===== src/rtl/detransrf_b4r5g3.sv =====
// Word-in / nibble-out group buffer: 3 groups of 5 nibbles.
// Each accepted write fills a whole group. Reads drain the groups one nibble at a time, in write order.
module detransrf_b4r5g3 (
   input  logic        clk_w,
   input  logic        rst_n,
   input  logic        clr,
   input  logic        w_en,
   input  logic [19:0] w_data,
   input  logic        r_en,
   output logic [3:0]  r_data,
   output logic        r_valid,
   output logic        rf_full,
   output logic        rf_empty,
   output logic [1:0]  rf_level
);

   logic [3:0] mem [3][5];
   logic [1:0] occ;
   logic [1:0] w_group;
   logic [1:0] r_group;
   logic [2:0] r_addr;

   logic wr_ok;
   logic rd_ok;
   logic rel;

   assign rf_full  = (occ == 2'd3);
   assign rf_empty = (occ == 2'd0);
   assign rf_level = occ;

   // Full/empty come from the pre-edge count, so a write that coincides with a release while full is still dropped.
   assign wr_ok = w_en & ~rf_full & ~clr;
   assign rd_ok = r_en & ~rf_empty & ~clr;
   assign rel   = rd_ok & (r_addr == 3'd4);

   always_ff @(posedge clk_w or negedge rst_n) begin
      if (!rst_n) begin
         occ     <= '0;
         w_group <= '0;
         r_group <= '0;
         r_addr  <= '0;
         r_data  <= '0;
         r_valid <= 1'b0;
         for (int unsigned g = 0; g < 3; g++)
            for (int unsigned r = 0; r < 5; r++)
               mem[2'(g)][3'(r)] <= '0;
      end else if (clr) begin
         occ     <= '0;
         w_group <= '0;
         r_group <= '0;
         r_addr  <= '0;
         r_data  <= '0;
         r_valid <= 1'b0;
      end else begin
         if (wr_ok) begin
            for (int unsigned k = 0; k < 5; k++)
               mem[w_group][3'(k)] <= w_data[19 - 4*k -: 4];
            w_group <= (w_group == 2'd2) ? 2'd0 : w_group + 2'd1;
         end

         r_valid <= rd_ok;
         r_data  <= rd_ok ? mem[r_group][r_addr] : 4'h0;

         if (rd_ok) begin
            if (rel) begin
               r_addr  <= '0;
               r_group <= (r_group == 2'd2) ? 2'd0 : r_group + 2'd1;
            end else begin
               r_addr  <= r_addr + 3'd1;
            end
         end

         if (wr_ok && !rel)
            occ <= occ + 2'd1;
         else if (rel && !wr_ok)
            occ <= occ - 2'd1;
      end
   end

endmodule


===== config.mk =====
export PLATFORM = sky130hd
export DESIGN_NAME = detransrf_b4r5g3
export DESIGN_NICKNAME = d
export VERILOG_FILES = /design/src/rtl/detransrf_b4r5g3.sv
export SDC_FILE = /design/constraint.sdc
export NUM_CORES = 1
export LEC_CHECK = 0
export CELL_PAD_IN_SITES_DETAIL_PLACEMENT = 1
export CELL_PAD_IN_SITES_GLOBAL_PLACEMENT = 1
export CORE_UTILIZATION = 48
export CTS_BUF_LIST = sky130_fd_sc_hd__clkbuf_8
export CTS_CLUSTER_SIZE = 28
export DETAILED_ROUTE_END_ITERATION = 8
export PLACE_DENSITY = 0.79
export SETUP_SLACK_MARGIN = 0.4
export SLEW_MARGIN = 20
export SYNTH_ARGS = -nofsm -noshare
export SYNTH_HDL_FRONTEND = slang
export SYNTH_SLANG_ARGS = --single-unit

===== constraint.sdc =====
create_clock -name clk_w -period 2.4 [get_ports clk_w]
set_clock_uncertainty 0.05 [all_clocks]
set_input_delay 0.48 -clock clk_w [delete_from_list [all_inputs] [get_ports clk_w]]
set_output_delay 0.48 -clock clk_w [all_outputs]
set_load 0.05 [all_outputs]

Word-level counts from Yosys, hierarchy flattened
Index checks and enable logic that the tools add are counted.

word-level totals
  register bits = 74
  input port bits = 25

cells by class
  add/sub/neg operators = 5
  magnitude comparators = 4
  equal/unequal tests = 4
  multiplexer cells = 37
  bitwise gates (word level) = 11
  reduce and logical (&&, ||, !) cells = 12

operators with widths
  cell                 number
  $bwmux 60            5
  $demux 20 s2         5
  $mux 20              3
  $bmux 20 s2          1
  $mux 2               10
  $mux 4               5
  $mux 16              1
  $bmux 4 s3           1
  $mux 12              1
  $mux 3               3
  $mux 8               1
  $add 2x1->2 const B  3
  $eq 2x2->1 const B   3
  $ge 3x3->1 const B   2
  $not 2->3            2
  $reduce_bool 2->1    3
  $and 1x1->1          5
  $ge 4x4->1 const B   1
  $not 3->4            1
  $reduce_and 2->1     2
  $add 3x1->3 const B  1
  $eq 3x3->1 const B   1
  $logic_and 1x1->1    3
  $lt 3x1->1 const B   1
  6 further kinds      9

Logic depth before layout (Yosys ltp)
  depth after elaboration = 10
  depth in mapped cells = 6

Worst setup path before layout
No wires, ideal clock.

  path type = register -> register
  start point = reg occ[0] (netlist: rf_level[0])
  end point = reg mem[22] (netlist name)
  setup time = 0.127 ns
  data arrival time = 1.839 ns
  data required time = 2.223 ns
  setup slack = 0.384 ns
  cell stages (with the launch flop) = 6
  buffers on the path = 2
  clock period less this slack = 2.016 ns
  cells stage by stage = dfrtp_1 > a21bo_1 > buf_4 > nor4b_4 > buf_6 > mux2_1

between the ends
  longest elaborated chain between the ends = 5

RTL lines
  item                               line  source
  start, declared                    18    logic [1:0] occ;
  start signal, assigned             74    occ <= occ + 2'd1;
  start signal, assigned             76    occ <= occ - 2'd1;
  $eq 2x2->1                         27    assign rf_full = (occ == 2'd3);
  $not 1->1                          32    assign wr_ok = w_en & ~rf_full & ~clr;
  $and 1x1->1 (2 in series)          32
  $reduce_and 2->1 (no source line)  --
  end signal, assigned by index      57    mem[w_group][3'(k)] <= w_data[19 - 4*k -: 4];
  end, declared                      17    logic [3:0] mem [3][5];

Every way passes these cells.
A chain may end at the register's enable or synchronous reset.

Worst setup path after layout
  start point = in w_en
  end point = reg mem[12] (netlist name)

between the ends
  longest elaborated chain between the ends = 3

RTL lines
  item                               line  source
  start, declared                    7     input logic w_en,
  $and 1x1->1 (2 in series)          32
  $reduce_and 2->1 (no source line)  --

Every way passes these cells.

==> reports/results.ini <==
[power_and_ir_drop]
seqPwrFrac = 0.488
p_clk_frac = 0.324
p_leak_nw = 1.81
combPwrFrac = 0.188
power_switching_uw = 926
p_per_area_nw_per_um2 = 811
vdd_drop_max_v = 0.000484
power_mw = 3.43
sw_frac_of_total = 0.270
p_int_mw = 2.50

[worst_setup_path]
worstSetupEndpoint = mem[12]
critPathMaxFanout = 5
cp-start-kind = input pin
reg2regPathDepth = 5
cp.required_ps = 2580
crit_chain = clkdlybuf4s50_1 > a21bo_4 > nor4b_4 > buf_4 > mux2_2
crit_path_end_kind = flip-flop
cpMaxStageDelayCell = clkdlybuf4s50_1
startpoint = w_en
max_stage_delay_ps = 490
ff2ff_setup_slack_ps = 600
worstPathArrival_ps = 2120
path_class = input pin to flip-flop
rr_endpoint = r_data[0]
rr_startpoint = r_group[0]

[synth]
synthDistinctLibCells = 40
ys_ff_latch = 74
synthesis.nets = 315
syn_inst = 288
seq_area_frac_synth = 0.537
yosys.area.top_type_share = 0.537
synthFlopType = dfrtp_1
syn_area_per_cell_um2 = 12.0
synthTopCellsByArea = dfrtp_1 (54%), mux2_2 (14%), mux2i_1 (5.8%)
syn_area_um2 = 3450
async_reset_ff_frac = 1.00
synth_top_area_cell = dfrtp_1
ys_warn_count = 0
synth-edff-count = 0

[clock_network]
path_clk_slew_ps = 80
post_cts_buffers = 0
hold_buffers = 0
root_buffer = clkbuf_8
cts_sinks = 74
cts_tree = yes
cts_htree_levels = 3
insertion_delay_ps = 340
clockBufferDepth = 2
cts_buffers = 9

[global_route]
grt_pass1_wl_um = 13300
grt_max_degree = 75
overflow = 0
grt_usage = 0.239
grt_pass1_vias = 2574
grt_antenna_before_repair = 0

[floorplanning]
die_height_um = 86.7
rows = 30
die_w_um = 86.7
initial_utilization = 0.502
ios = 34
dieArea_um2 = 7520
coreArea_um2 = 6870

[layout]
final_cells = 435
diodes = 0
seq_area_um2 = 1850
fillers = 738
nNetsFinal = 361
multi_input_area_um2 = 1460
drive_gt1_frac = 0.260
area_growth_pct = 22.6
fin_util = 0.615

[timing]
finalCritPeriodShare = 0.810
drv_slew = 0
fmax_mhz = 515
setup_viol = 0
min_period_ps = 1940
slew_headroom = 0.609
rsz0062_at_grt = no
tightest_slew_ps = 586
hold_viol_final = 0
tns_ps = 0
setup_slack_ps = 457

[routing]
wl_per_cell_um = 18.5
post-route-drc-count = 0
routed_wl_um = 8060
via_count = 2392
drtPass1Iterations = 4
routed_via_density = 5.50
detail-route-antenna-nets = 0
drtIter0Drc = 91

[flow_run]
drv_cap = 0

[run_status]
status = completed

[placed_design]
dp_hpwl_um = 5320
gp_congestion = 0.721
port_buffers = 33
placed_cells = 419
place_ws_ps = 47.2

[worst_hold_path]
hold_path.class = input pin to asynchronous set/reset pin

Yosys cell counts (all sizes together), types with 2 or more instances:
cell and count:
o21ai 18, clkbuf 8, nor3 2, nor4 4
nor4b 2, nand2b 2, mux2 48, a211oi 2
nor2 14, nor3b 2, and2 5, buf 11
a21oi 5, inv 15, nand2 22, xnor2 2
dfrtp 74, mux2i 20, o221ai 16, ha 2
layer usage:
layer  global-route usage  wire, um  vias up
li1                     -         -     1119
met1                0.308      3640     1230
met2                0.401      4100       36
met3               0.0562       237        7
met4               0.0758        82        0
met5                    0         0        -
layout make-up:
class                      instances  share of cell area
clock buffer                      11              0.0358
clock inverter                     5              0.0184
inverter                          16              0.0142
multi-input combinational        179               0.346
sequential                        74               0.439
tap                               96              0.0284
timing repair buffer              54               0.119
how the worst min path moves through the flow:
stage	from	slack [ps]	cells after the start	to
floorplan	rst_n	130	0	mem[0]
global placement	mem[38]	420	1	mem[38]
detailed placement	mem[45]	420	1	mem[45]
CTS	rst_n	120	2	rf_level[1]
global route	rst_n	130	2	rf_level[1]
finish	rst_n	90	2	rf_level[0]
cells by family after synthesis:
kind of cell / Yosys count / share of synthesized area
DFF: 74 / 0.537
muxes: 68 / 0.215
and+or+nand+nor: 58 / 0.0907
AOI/OAI and AO/OA: 49 / 0.0991
buffers and inverters: 35 / 0.0457
xor gates and xnor gates: 2 / 0.00508
adders and majority gates: 2 / 0.00726
worst max-delay path: cells and delay by family:
kind	cells	cell delay, ps
multiplexers	1	350
AO/OA/AOI/OAI	1	280
AND/OR/NAND/NOR	1	310
buffers and inverters	2	710
placed cells by master, fill, tap and decap left out, types with 3 or more instances in the layout:
cell and count:
a21oi_1 5, and2_1 5, buf_12 3, buf_4 18, clkbuf_8 11, clkdlybuf4s50_1 23
dfrtp_1 73, dlygate4sd2_1 7, inv_1 16, mux2_1 5, mux2_2 43, mux2i_1 20
nand2_1 22, nor2_1 14, nor4_1 3, o21ai_0 18, o221ai_1 16
power by group through the flow:
stage	logic, mW	clock network [mW]	registers, mW
4_1_cts	0.655	1.13	1.68
5_1_grt	0.715	1.19	1.71
6_report	0.643	1.11	1.67
3_3_place_gp	0.621	0	1.68
3_5_place_dp	0.652	0	1.70
2_1_floorplan	0.418	0	1.68
registers in the layout, summed over array words and instances, names as in the netlist:
name and flops:
r_data 4, r_group 2, rf_level 2, r_addr 3, mem 60, w_group 2, r_valid 1
metrics by stage:
| stage | instance area (um^2) | hold slack [ps] |
|---|---|---|
| floorplan | 3450 | 134 |
| global placement | 4010 | 417 |
| detailed placement | 4010 | 424 |
| CTS | 4230 | 122 |
| global route | 4230 | 129 |
| finish | 4230 | 94.1 |
repair_timing:
| action | in CTS | in global routing |
|---|---|---|
| endpoints found under the setup margin | 21 | 12 |
| gates resized for setup | 11 | 4 |
| pin swaps | 1 | 1 |
| hold endpoints to repair | 0 | 0 |
Power figures use the tool's default switching activity.
